## src/rtl/ct_l2cache_tag_ctrl_pkg.sv

```systemverilog
// Widths and helpers shared by the L2 tag SRAM controller and its arbiter.
// Widths normally come from cpu_cfig.h; the fallbacks keep this slice standalone.
`ifndef L2C_TAG_DATA_WIDTH
`define L2C_TAG_DATA_WIDTH 8
`endif
`ifndef L2C_TAG_INDEX_WIDTH
`define L2C_TAG_INDEX_WIDTH 4
`endif

package ct_l2cache_tag_ctrl_pkg;
  localparam int WAY_NUM    = 16;
  localparam int TAG_W      = `L2C_TAG_DATA_WIDTH;
  localparam int IDX_W      = `L2C_TAG_INDEX_WIDTH;
  localparam int DW         = WAY_NUM * TAG_W;
  localparam int STARVE_MAX = 7;
  localparam int STARVE_W   = $clog2(STARVE_MAX + 1);

  // Active-high way enables become active-low SRAM bit enables.
  function automatic logic [DW-1:0] way_to_wen(input logic [WAY_NUM-1:0] way_wen);
    logic [DW-1:0] wen;
    wen = '1;
    for (int w = 0; w < WAY_NUM; w++) begin
      wen[w*TAG_W +: TAG_W] = {TAG_W{~way_wen[w]}};
    end
    return wen;
  endfunction
endpackage

```

## src/rtl/ct_l2cache_tag_ctrl_arb.sv

```systemverilog
// Two-requester arbiter: A has fixed priority, B is forced after STARVE_MAX lost cycles.
module ct_l2cache_tag_arb
  import ct_l2cache_tag_ctrl_pkg::*;
(
  input  logic clk,
  input  logic rst,
  input  logic en,
  input  logic a_vld,
  input  logic b_vld,
  output logic a_rdy,
  output logic b_rdy,
  output logic grant_b
);
  logic [STARVE_W-1:0] starve_cnt;
  logic                b_force;

  assign b_force = (starve_cnt == STARVE_W'(STARVE_MAX));
  assign a_rdy   = en & ~b_force;
  assign b_rdy   = en & (b_force | ~a_vld);
  assign grant_b = b_vld & b_rdy;

  always_ff @(posedge clk) begin
    if (rst) begin
      starve_cnt <= '0;
    end else if (grant_b) begin
      starve_cnt <= '0;
    end else if (b_vld && !b_force) begin
      starve_cnt <= starve_cnt + STARVE_W'(1);
    end
  end
endmodule

```

## src/rtl/ct_l2cache_tag_ctrl.sv

```systemverilog
// L2 tag SRAM sequencer: invalidate-all sweep after reset or on request, otherwise
// shares the single SRAM port between requesters A and B.
module ct_l2cache_tag_ctrl
  import ct_l2cache_tag_ctrl_pkg::*;
(
  input  logic               forever_cpuclk,
  input  logic               cpurst,
  input  logic               a_req_vld,
  output logic               a_req_rdy,
  input  logic               a_req_wr,
  input  logic [IDX_W-1:0]   a_req_idx,
  input  logic [WAY_NUM-1:0] a_req_way_wen,
  input  logic [DW-1:0]      a_req_din,
  input  logic               b_req_vld,
  output logic               b_req_rdy,
  input  logic               b_req_wr,
  input  logic [IDX_W-1:0]   b_req_idx,
  input  logic [WAY_NUM-1:0] b_req_way_wen,
  input  logic [DW-1:0]      b_req_din,
  output logic               rsp_vld,
  output logic               rsp_src,
  output logic [DW-1:0]      rsp_dout,
  input  logic               inv_req,
  output logic               inv_done,
  output logic               init_busy,
  output logic               tag_cen,
  output logic               tag_gwen,
  output logic [IDX_W-1:0]   tag_idx,
  output logic [DW-1:0]      tag_din,
  output logic [DW-1:0]      tag_wen,
  input  logic [DW-1:0]      tag_dout
);
  typedef enum logic {ST_INIT = 1'b0, ST_READY = 1'b1} state_t;

  state_t             state;
  logic [IDX_W-1:0]   init_idx;
  logic               inv_done_q;
  logic               rsp_vld_q;
  logic               rsp_src_q;
  logic               arb_en;
  logic               arb_a_rdy;
  logic               arb_b_rdy;
  logic               grant_b;
  logic               a_acc;
  logic               acc_rd;
  logic               acc_wr_en;
  logic               acc_wr;
  logic [IDX_W-1:0]   acc_idx;
  logic [WAY_NUM-1:0] acc_way_wen;
  logic [DW-1:0]      acc_din;

  // A pending invalidate request steals the cycle from both requesters.
  assign arb_en = ~cpurst & (state == ST_READY) & ~inv_req;

  ct_l2cache_tag_arb u_arb (
    .clk     (forever_cpuclk),
    .rst     (cpurst),
    .en      (arb_en),
    .a_vld   (a_req_vld),
    .b_vld   (b_req_vld),
    .a_rdy   (arb_a_rdy),
    .b_rdy   (arb_b_rdy),
    .grant_b (grant_b)
  );

  assign a_acc = a_req_vld & arb_a_rdy & ~grant_b;

  always_comb begin
    acc_wr      = a_req_wr;
    acc_idx     = a_req_idx;
    acc_way_wen = a_req_way_wen;
    acc_din     = a_req_din;
    if (grant_b) begin
      acc_wr      = b_req_wr;
      acc_idx     = b_req_idx;
      acc_way_wen = b_req_way_wen;
      acc_din     = b_req_din;
    end
  end

  assign acc_rd    = (a_acc | grant_b) & ~acc_wr;
  assign acc_wr_en = (a_acc | grant_b) & acc_wr & (|acc_way_wen);

  always_ff @(posedge forever_cpuclk) begin
    if (cpurst) begin
      state      <= ST_INIT;
      init_idx   <= '0;
      inv_done_q <= 1'b0;
    end else begin
      inv_done_q <= 1'b0;
      case (state)
        ST_INIT: begin
          init_idx <= init_idx + IDX_W'(1);
          if (init_idx == {IDX_W{1'b1}}) begin
            state      <= ST_READY;
            inv_done_q <= 1'b1;
          end
        end
        ST_READY: begin
          if (inv_req) begin
            state    <= ST_INIT;
            init_idx <= '0;
          end
        end
        default: state <= ST_INIT;
      endcase
    end
  end

  always_ff @(posedge forever_cpuclk) begin
    if (cpurst) begin
      rsp_vld_q <= 1'b0;
      rsp_src_q <= 1'b0;
    end else begin
      rsp_vld_q <= acc_rd;
      rsp_src_q <= grant_b;
    end
  end

  // A write with no way enabled is accepted but leaves the SRAM untouched.
  always_comb begin
    tag_cen  = 1'b1;
    tag_gwen = 1'b1;
    tag_idx  = '0;
    tag_din  = '0;
    tag_wen  = '1;
    if (!cpurst) begin
      if (state == ST_INIT) begin
        tag_cen  = 1'b0;
        tag_gwen = 1'b0;
        tag_wen  = '0;
        tag_idx  = init_idx;
      end else if (acc_rd) begin
        tag_cen = 1'b0;
        tag_idx = acc_idx;
      end else if (acc_wr_en) begin
        tag_cen  = 1'b0;
        tag_gwen = 1'b0;
        tag_idx  = acc_idx;
        tag_din  = acc_din;
        tag_wen  = way_to_wen(acc_way_wen);
      end
    end
  end

  assign a_req_rdy = arb_a_rdy;
  assign b_req_rdy = arb_b_rdy;
  assign rsp_vld   = rsp_vld_q & ~cpurst;
  assign rsp_src   = rsp_src_q & ~cpurst;
  assign rsp_dout  = cpurst ? '0 : tag_dout;
  assign inv_done  = inv_done_q & ~cpurst;
  assign init_busy = ~cpurst & (state == ST_INIT);
endmodule

```

## config.mk

```make
export PLATFORM = sky130hd
export DESIGN_NAME = ct_l2cache_tag_ctrl
export DESIGN_NICKNAME = d
export VERILOG_FILES = /design/src/rtl/ct_l2cache_tag_ctrl_pkg.sv /design/src/rtl/ct_l2cache_tag_ctrl_arb.sv /design/src/rtl/ct_l2cache_tag_ctrl.sv
export SDC_FILE = /design/constraint.sdc
export NUM_CORES = 1
export LEC_CHECK = 0
export ABC_CLOCK_PERIOD_IN_PS = 2450
export CAP_MARGIN = 20
export CORE_AREA = 2 2 320 322
export CTS_CLUSTER_SIZE = 25
export DETAILED_ROUTE_END_ITERATION = 8
export DIE_AREA = 0 0 322 324
export HOLD_SLACK_MARGIN = 0.08
export PLACE_DENSITY = 0.3
export SLEW_MARGIN = 5
export SYNTH_ARGS = -nofsm -noshare
export SYNTH_HDL_FRONTEND = slang
export SYNTH_SLANG_ARGS = --single-unit
```

## constraint.sdc

```tcl
create_clock -name forever_cpuclk -period 2.45 [get_ports forever_cpuclk]
set_input_delay 0.49 -clock forever_cpuclk [delete_from_list [all_inputs] [get_ports forever_cpuclk]]
set_output_delay 0.49 -clock forever_cpuclk [all_outputs]
set_load 0.01 [all_outputs]
```

==> impl_metrics.csv, run 1 <==
group,metric,value,unit
floorplanning,die_h,324,um
drt,drtIter0Drc,264,
global_route,grt_overflow,0,
global_route,gr-usage-all-layers,0.126,
timing,post-route-period-util,1.22,
clock_network,clock_path_buffers,2,
setup_path,cp_cell_sequence,"ha_4, ha_4, nand2b_4, nand3_4, buf_6, nand3_4, nand3_4, buf_12, buf_4, buf_12, buf_12, buf_4, a21oi_2, buf_2",
cells_and_area,final_common_cell,"clkdlybuf4s50_1",
clock_network,clkSinkCount,11,
synthesis,synthCells,843,
job,drv_cap,0,
clock_network,clock-root-buffer,"clkbuf_16",
cells_and_area,utilization,0.183,
drt,drc,0,
status,status,"finished with violations",
global_route,antenna_found_initial,44,
synthesis,mappedNetlistArea,4590,sq um
setup_path,cp-start-kind,"flip-flop",
setup_path,crit_buf_inv,7,
floorplanning,fp-row-count,117,
timing,fin_crit,2990,ps
floorplanning,initial_core_util,0.0455,
cells_and_area,drive_gt1_frac,0.469,
placed_design,gpl.final_weighted_congestion,0.805,
global_route,grt_pass1_wl,89200,um
timing,worstMarginPinSlew,425,ps
setup_path,critPathRequiredTime,1960,ps
setup_path,setup.worst_path.end_class,"primary output",
global_route,grt_pass1_vias,10200,
synthesis,ys_ff_latch,11,
timing,report.final.hold_viol_count,0,
cells_and_area,syn2layout_area_growth,302,%
setup_path,max_stage_delay,340,ps
pwr,ir_drop,0.182,mV
setup_path,crit_arrival,2500,ps
drt,routedWlPerCell,23.3,um
timing,finClkSkew,0.614,ps
synthesis,avgSynthCellArea,5.45,sq um
clock_network,cts_tree,"built",
drt,drtAntennaViolNets,0,
timing,setup_slack,-536,ps
placed_design,dp_cells,2902,
clock_network,h-tree-depth,1,
cells_and_area,final_cell_mix,"clkdlybuf4s50_1, buf_6, nand2_1, nor2b_1",
global_route,grt_start_max_net_pins,35,
placed_design,hpwl,54700,um
floorplanning,die_area,104000,sq um
drt,via_count,9813,
placed_design,portBuffers,826,
cells_and_area,final_area,18500,sq um
placed_design,placed_area,14300,sq um
clock_network,cts_inserted_buffers,3,
floorplanning,io_pins,827,
setup_path,cp_slowest_cell,"dfxtp_2",
clock_network,clkLatencyLatePin,240,ps
cells_and_area,final_cells,3111,
synthesis,yosysWarnings,0,
setup_path,crit_fanout,6,
synthesis,ys_seq_area_frac,0.0479,
drt,wirelength,72600,um
placed_design,dp_slack,-1870,ps
synthesis,yosysUniqueCellTypes,34,
timing,slew-limit-headroom,0.715,
hold_path,hold_path_class,"flip-flop to flip-flop",
setup_path,reg2reg_setup_slack,510,ps
timing,rsz0062_at_grt,"yes",
floorplanning,core_area,101000,sq um
drt,firstDrtPassIters,5,
floorplanning,die_x,322,um
timing,max_freq,335,MHz
setup_path,crit_family,"buffers and inverters",
setup_path,worstSetupPathType,"flip-flop to primary output",
pwr,p_total,2.54,mW
timing,finalSetupViolations,261,
timing,maxSlewViolCount,0,
drt,vias_per_cell,3.15,
synthesis,synth_fp_nets,1277,
cells_and_area,n_fill_cell,11400,
pwr,p_leak,7.65,nW
clock_network,path_clk_slew,40,ps
status,violations,"negative setup slack",
cells_and_area,nNetsFinal,2223,
pwr,p_per_area,138,nW/um^2
==> cells in the mapped netlist <==
master | number | area share
nor2b_1 | 133 | 0.18
and2b_1 | 1 | 0.0016
and3_1 | 2 | 0.0027
nand3_4 | 1 | 0.0038
xnor2_1 | 1 | 0.0019
buf_4 | 116 | 0.19
o41ai_2 | 1 | 0.0035
or3_1 | 1 | 0.0014
ha_1 | 3 | 0.0082
nand2b_1 | 3 | 0.0041
inv_1 | 1 | 0.00082
a311oi_1 | 3 | 0.0057
o21ai_0 | 3 | 0.0033
nor3_1 | 4 | 0.0044
o21bai_1 | 1 | 0.0016
buf_6 | 10 | 0.025
a22o_1 | 1 | 0.0019
nor3b_4 | 1 | 0.0041
buf_2 | 11 | 0.012
a21oi_4 | 1 | 0.0035
a31oi_1 | 2 | 0.0027
mux2i_1 | 4 | 0.0087
and4_1 | 1 | 0.0019
a21oi_1 | 149 | 0.16
clkbuf_1 | 39 | 0.032
or2_2 | 1 | 0.0014
buf_1 | 1 | 0.00082
nand3b_1 | 2 | 0.0033
nand3_1 | 5 | 0.0054
nor2_1 | 9 | 0.0074
dfxtp_1 | 11 | 0.048
inv_2 | 1 | 0.00082
nor4_1 | 8 | 0.011
nand2_1 | 312 | 0.25
==> power by group <==
part | total, mW | switching (mW) | leakage (nW) | internal, mW
combinational | 2.04 | 0.771 | 7.52 | 1.27
clock | 0.308 | 0.0890 | 0.0382 | 0.219
sequential | 0.197 | 0.00905 | 0.0903 | 0.188
total | 2.54 | 0.869 | 7.65 | 1.67
==> flip-flops by register name (all words and copies together), names as in the netlist <==
register / cells
u_arb.starve_cnt: 3
init_idx: 4
rsp_vld_q: 1
state: 1
inv_done_q: 1
rsp_src_q: 1
==> worst min-delay path, stage by stage, from the launching register on <==
cell and delay (ps):
dfxtp_1 330, o21ai_0 80, a21oi_1 60
==> per-layer routing <==
metal  vias to the layer above  wire, um  share of wire  GRT usage
met5                         -        51        0.00070          0
met4                         8      1420          0.020     0.0270
met3                        83      6540          0.090     0.0418
met2                       564     37900           0.52      0.238
met1                      4653     26600           0.37      0.133
li1                       4505         -              -          -
==> logic make-up after synthesis <==
group           synth area share
xor+xnor                 0.00191
buf+inv                    0.260
mux                      0.00871
simple gates               0.488
fa+ha+maj                0.00817
compound gates             0.185
flops                     0.0479
==> layout make-up <==
type | count | area, sq um | share of cell area
tap | 1309 | 1640 | 0.0888
clock buffer | 4 | 78.8 | 0.00427
multi-input combinational | 653 | 4650 | 0.252
antenna | 14 | 35.0 | 0.00190
sequential | 11 | 223 | 0.0121
inverter | 2 | 15.0 | 0.000814
timing repair buffer | 1118 | 11800 | 0.640
==> metrics by stage <==
step                      TNS, ps  hold WS (ps)
after floorplan             -8180           467
after global placement    -345580           503
after detailed placement  -341770           515
after CTS                  -97740           530
after global routing      -119200           558
final                      -94520           527
==> timing repair <==
action | 4_1_cts | 5_1_grt
hold buffers | 0 | 0
setup endpoints to repair | 339 | 275
cloned | 23 | 8
buffers inserted | 136 | 43
pin swaps | 49 | 86
gates resized for setup | 1611 | 268
==> worst paths after layout <==
check	endpoint	start	depth (start not counted)
max	tag_din[46]	u_arb.starve_cnt[0]	14
min	init_idx[2]	init_idx[2]	2
max reg2reg	u_arb.starve_cnt[0]	u_arb.starve_cnt[0]	9
min reg2reg	init_idx[2]	init_idx[2]	2
(Power assumes the default switching activity.)
==> inputs of run 2 (changes only) <==
ABC_CLOCK_PERIOD_IN_PS = 2540   (was 2450)
clock period = 2.54 ns   (was 2.45 ns; I/O delays follow)
==> run 2 against run 1 <==
The run still ends with negative setup slack left. Power down 10%. Flip-flop and latch count is the same. Sequential power fell by 4%. Routed wire length down 3.5%. Clock-buffer cell count is the same. Combinational power decreased by 12%. Setup slack better by 120 ps. Register-to-register slack got worse by 90 ps. First-iteration DRC count grew 17%.
==> impl_metrics.csv, run 2 (synthesized netlist as in run 1, its figures left out) <==
group,metric,value,unit
cells_and_area,final_common_cell,"clkdlybuf4s50_1",
drt,vias_per_cell,3.13,
cells_and_area,regMostFlops,"init_idx",
cells_and_area,nNetsFinal,2141,
setup_path,max_stage_delay,330,ps
timing,post-route-period-util,1.16,
pwr,ir_drop,0.139,mV
placed_design,gpl.final_weighted_congestion,0.815,
clock_network,cts_tree,"built",
clock_network,clkLatencyLatePin,240,ps
clock_network,clock-root-buffer,"clkbuf_16",
floorplanning,die_area,104000,sq um
cells_and_area,final_area,16500,sq um
setup_path,critPathRequiredTime,2030,ps
setup_path,crit_buf_inv,4,
global_route,antenna_found_initial,48,
clock_network,path_clk_slew,50,ps
timing,fin_crit,2950,ps
timing,worstMarginPinSlew,375,ps
global_route,grt_overflow,0,
placed_design,placed_area,14100,sq um
floorplanning,core_area,101000,sq um
job,drv_cap,0,
status,violations,"negative setup slack",
setup_path,cp_cell_sequence,"ha_4, ha_4, nand2b_4, nand3_4, buf_12, mux2i_4, o41ai_2, buf_4, buf_6, a311oi_2, buf_2",
cells_and_area,syn2layout_area_growth,259,%
placed_design,hpwl,54800,um
drt,firstDrtPassIters,4,
setup_path,worstSetupPathType,"flip-flop to primary output",
timing,finalSetupViolations,263,
placed_design,portBuffers,826,
floorplanning,io_pins,827,
drt,via_count,9487,
global_route,grt_pass1_vias,9417,
cells_and_area,final_cell_mix,"clkdlybuf4s50_1, nand2_1, buf_2, nor2b_1, buf_4",
timing,rsz0062_at_grt,"yes",
cells_and_area,drive_gt1_frac,0.380,
hold_path,hold_path_class,"flip-flop to flip-flop",
setup_path,cp_common_cell,"ha_4",
drt,routedWlPerCell,23.1,um
setup_path,cp_slowest_cell,"dfxtp_2",
setup_path,crit_family,"buffers and inverters",
clock_network,clock_path_buffers,2,
pwr,p_leak,6.74,nW
setup_path,crit_fanout,8,
cells_and_area,utilization,0.163,
cells_and_area,reg_top3,"init_idx: 4 flops, u_arb.starve_cnt: 3 flops",
cells_and_area,largest_register_ff_count,4,
pwr,p_total,2.29,mW
clock_network,h-tree-depth,1,
clock_network,cts_inserted_buffers,3,
global_route,grt_start_max_net_pins,69,
drt,drc,0,
clock_network,clkSinkCount,11,
placed_design,dp_slack,-1560,ps
placed_design,dp_cells,2880,
status,status,"finished with violations",
pwr,p_per_area,139,nW/um^2
timing,report.final.hold_viol_count,0,
timing,setup_slack,-415,ps
setup_path,crit_arrival,2450,ps
timing,maxSlewViolCount,0,
drt,drtIter0Drc,310,
drt,wirelength,70000,um
setup_path,cp-start-kind,"flip-flop",
floorplanning,initial_core_util,0.0455,
floorplanning,die_x,322,um
global_route,grt_pass1_wl,85400,um
timing,max_freq,338,MHz
clock_network,hold_buffers,0,
floorplanning,fp-row-count,117,
floorplanning,die_h,324,um
timing,finClkSkew,2.02,ps
drt,drtAntennaViolNets,0,
setup_path,setup.worst_path.end_class,"primary output",
global_route,gr-usage-all-layers,0.121,
cells_and_area,final_cells,3030,
timing,slew-limit-headroom,0.749,
[run 2: cell count changes in the layout (fill, tap and decap cells not counted), sizes merged, moves of 4 or more]
| cell | before | now |
|---|---|---|
| clkdlybuf4s15 | 5 | 9 |
| buf | 564 | 434 |
| dlygate4sd2 | 16 | 40 |
| dlymetal6s2s | 9 | 2 |
| clkdlybuf4s50 | 510 | 528 |
| clkbuf | 14 | 24 |
[run 2: cell type report]
type / count / area, sq um
Antenna cell: 15 / 37.5
Tap cell: 1309 / 1640
Sequential cell: 11 / 223
Multi-Input combinational cell: 653 / 4070
Fill cell: 11600 / 84500
Inverter: 2 / 12.5
Clock buffer: 4 / 78.8
Timing Repair Buffer: 1036 / 10400
[run 2: layer usage]
layer | part of all wire | vias to the layer above | global-route usage
met5 | 0.0015 | - | 0
met4 | 0.023 | 18 | 0.0398
met3 | 0.096 | 97 | 0.0484
met2 | 0.52 | 554 | 0.222
met1 | 0.36 | 4481 | 0.124
li1 | - | 4337 | -
[run 2: report_power, final]
| part | switching [mW] | internal [mW] | leakage (nW) |
|---|---|---|---|
| clock | 0.0885 | 0.212 | 0.0382 |
| sequential | 0.00893 | 0.181 | 0.0903 |
| combinational | 0.686 | 1.11 | 6.61 |
| total | 0.783 | 1.50 | 6.74 |
[run 2: final timing paths]
| path | to | slack, ps | startpoint | cells after the start |
|---|---|---|---|---|
| worst max-delay path | tag_idx[3] | -410 | u_arb.starve_cnt[1] | 11 |
| worst min-delay path | init_idx[2] | 540 | init_idx[2] | 2 |
| worst max register to register | u_arb.starve_cnt[1] | 420 | u_arb.starve_cnt[1] | 11 |
| worst min register to register | init_idx[2] | 540 | init_idx[2] | 2 |
[run 2: timing repair]
| item | CTS | global route |
|---|---|---|
| cloned | 22 | 5 |
| setup buffers | 53 | 54 |
| pin swaps | 23 | 22 |
| endpoints found under the setup margin | 349 | 348 |
| resized for setup | 981 | 421 |
[run 2: metrics by stage]
stage / TNS, ps / hold WS [ps]
after global placement: -351510 / 502
after floorplan: -4290 / 467
after global routing: -90810 / 583
after detailed placement: -339760 / 516
final: -65060 / 536
after CTS: -96150 / 523
[run 2: worst reg2reg max path, stage by stage, from the launching register on]
cell and delay, ps:
dfxtp_2 330, ha_4 160, ha_4 170, nand2b_4 160
nand3_4 170, inv_6 70, buf_12 130, buf_16 150
buf_12 160, bufbuf_16 270, buf_4 130, nor3_1 150
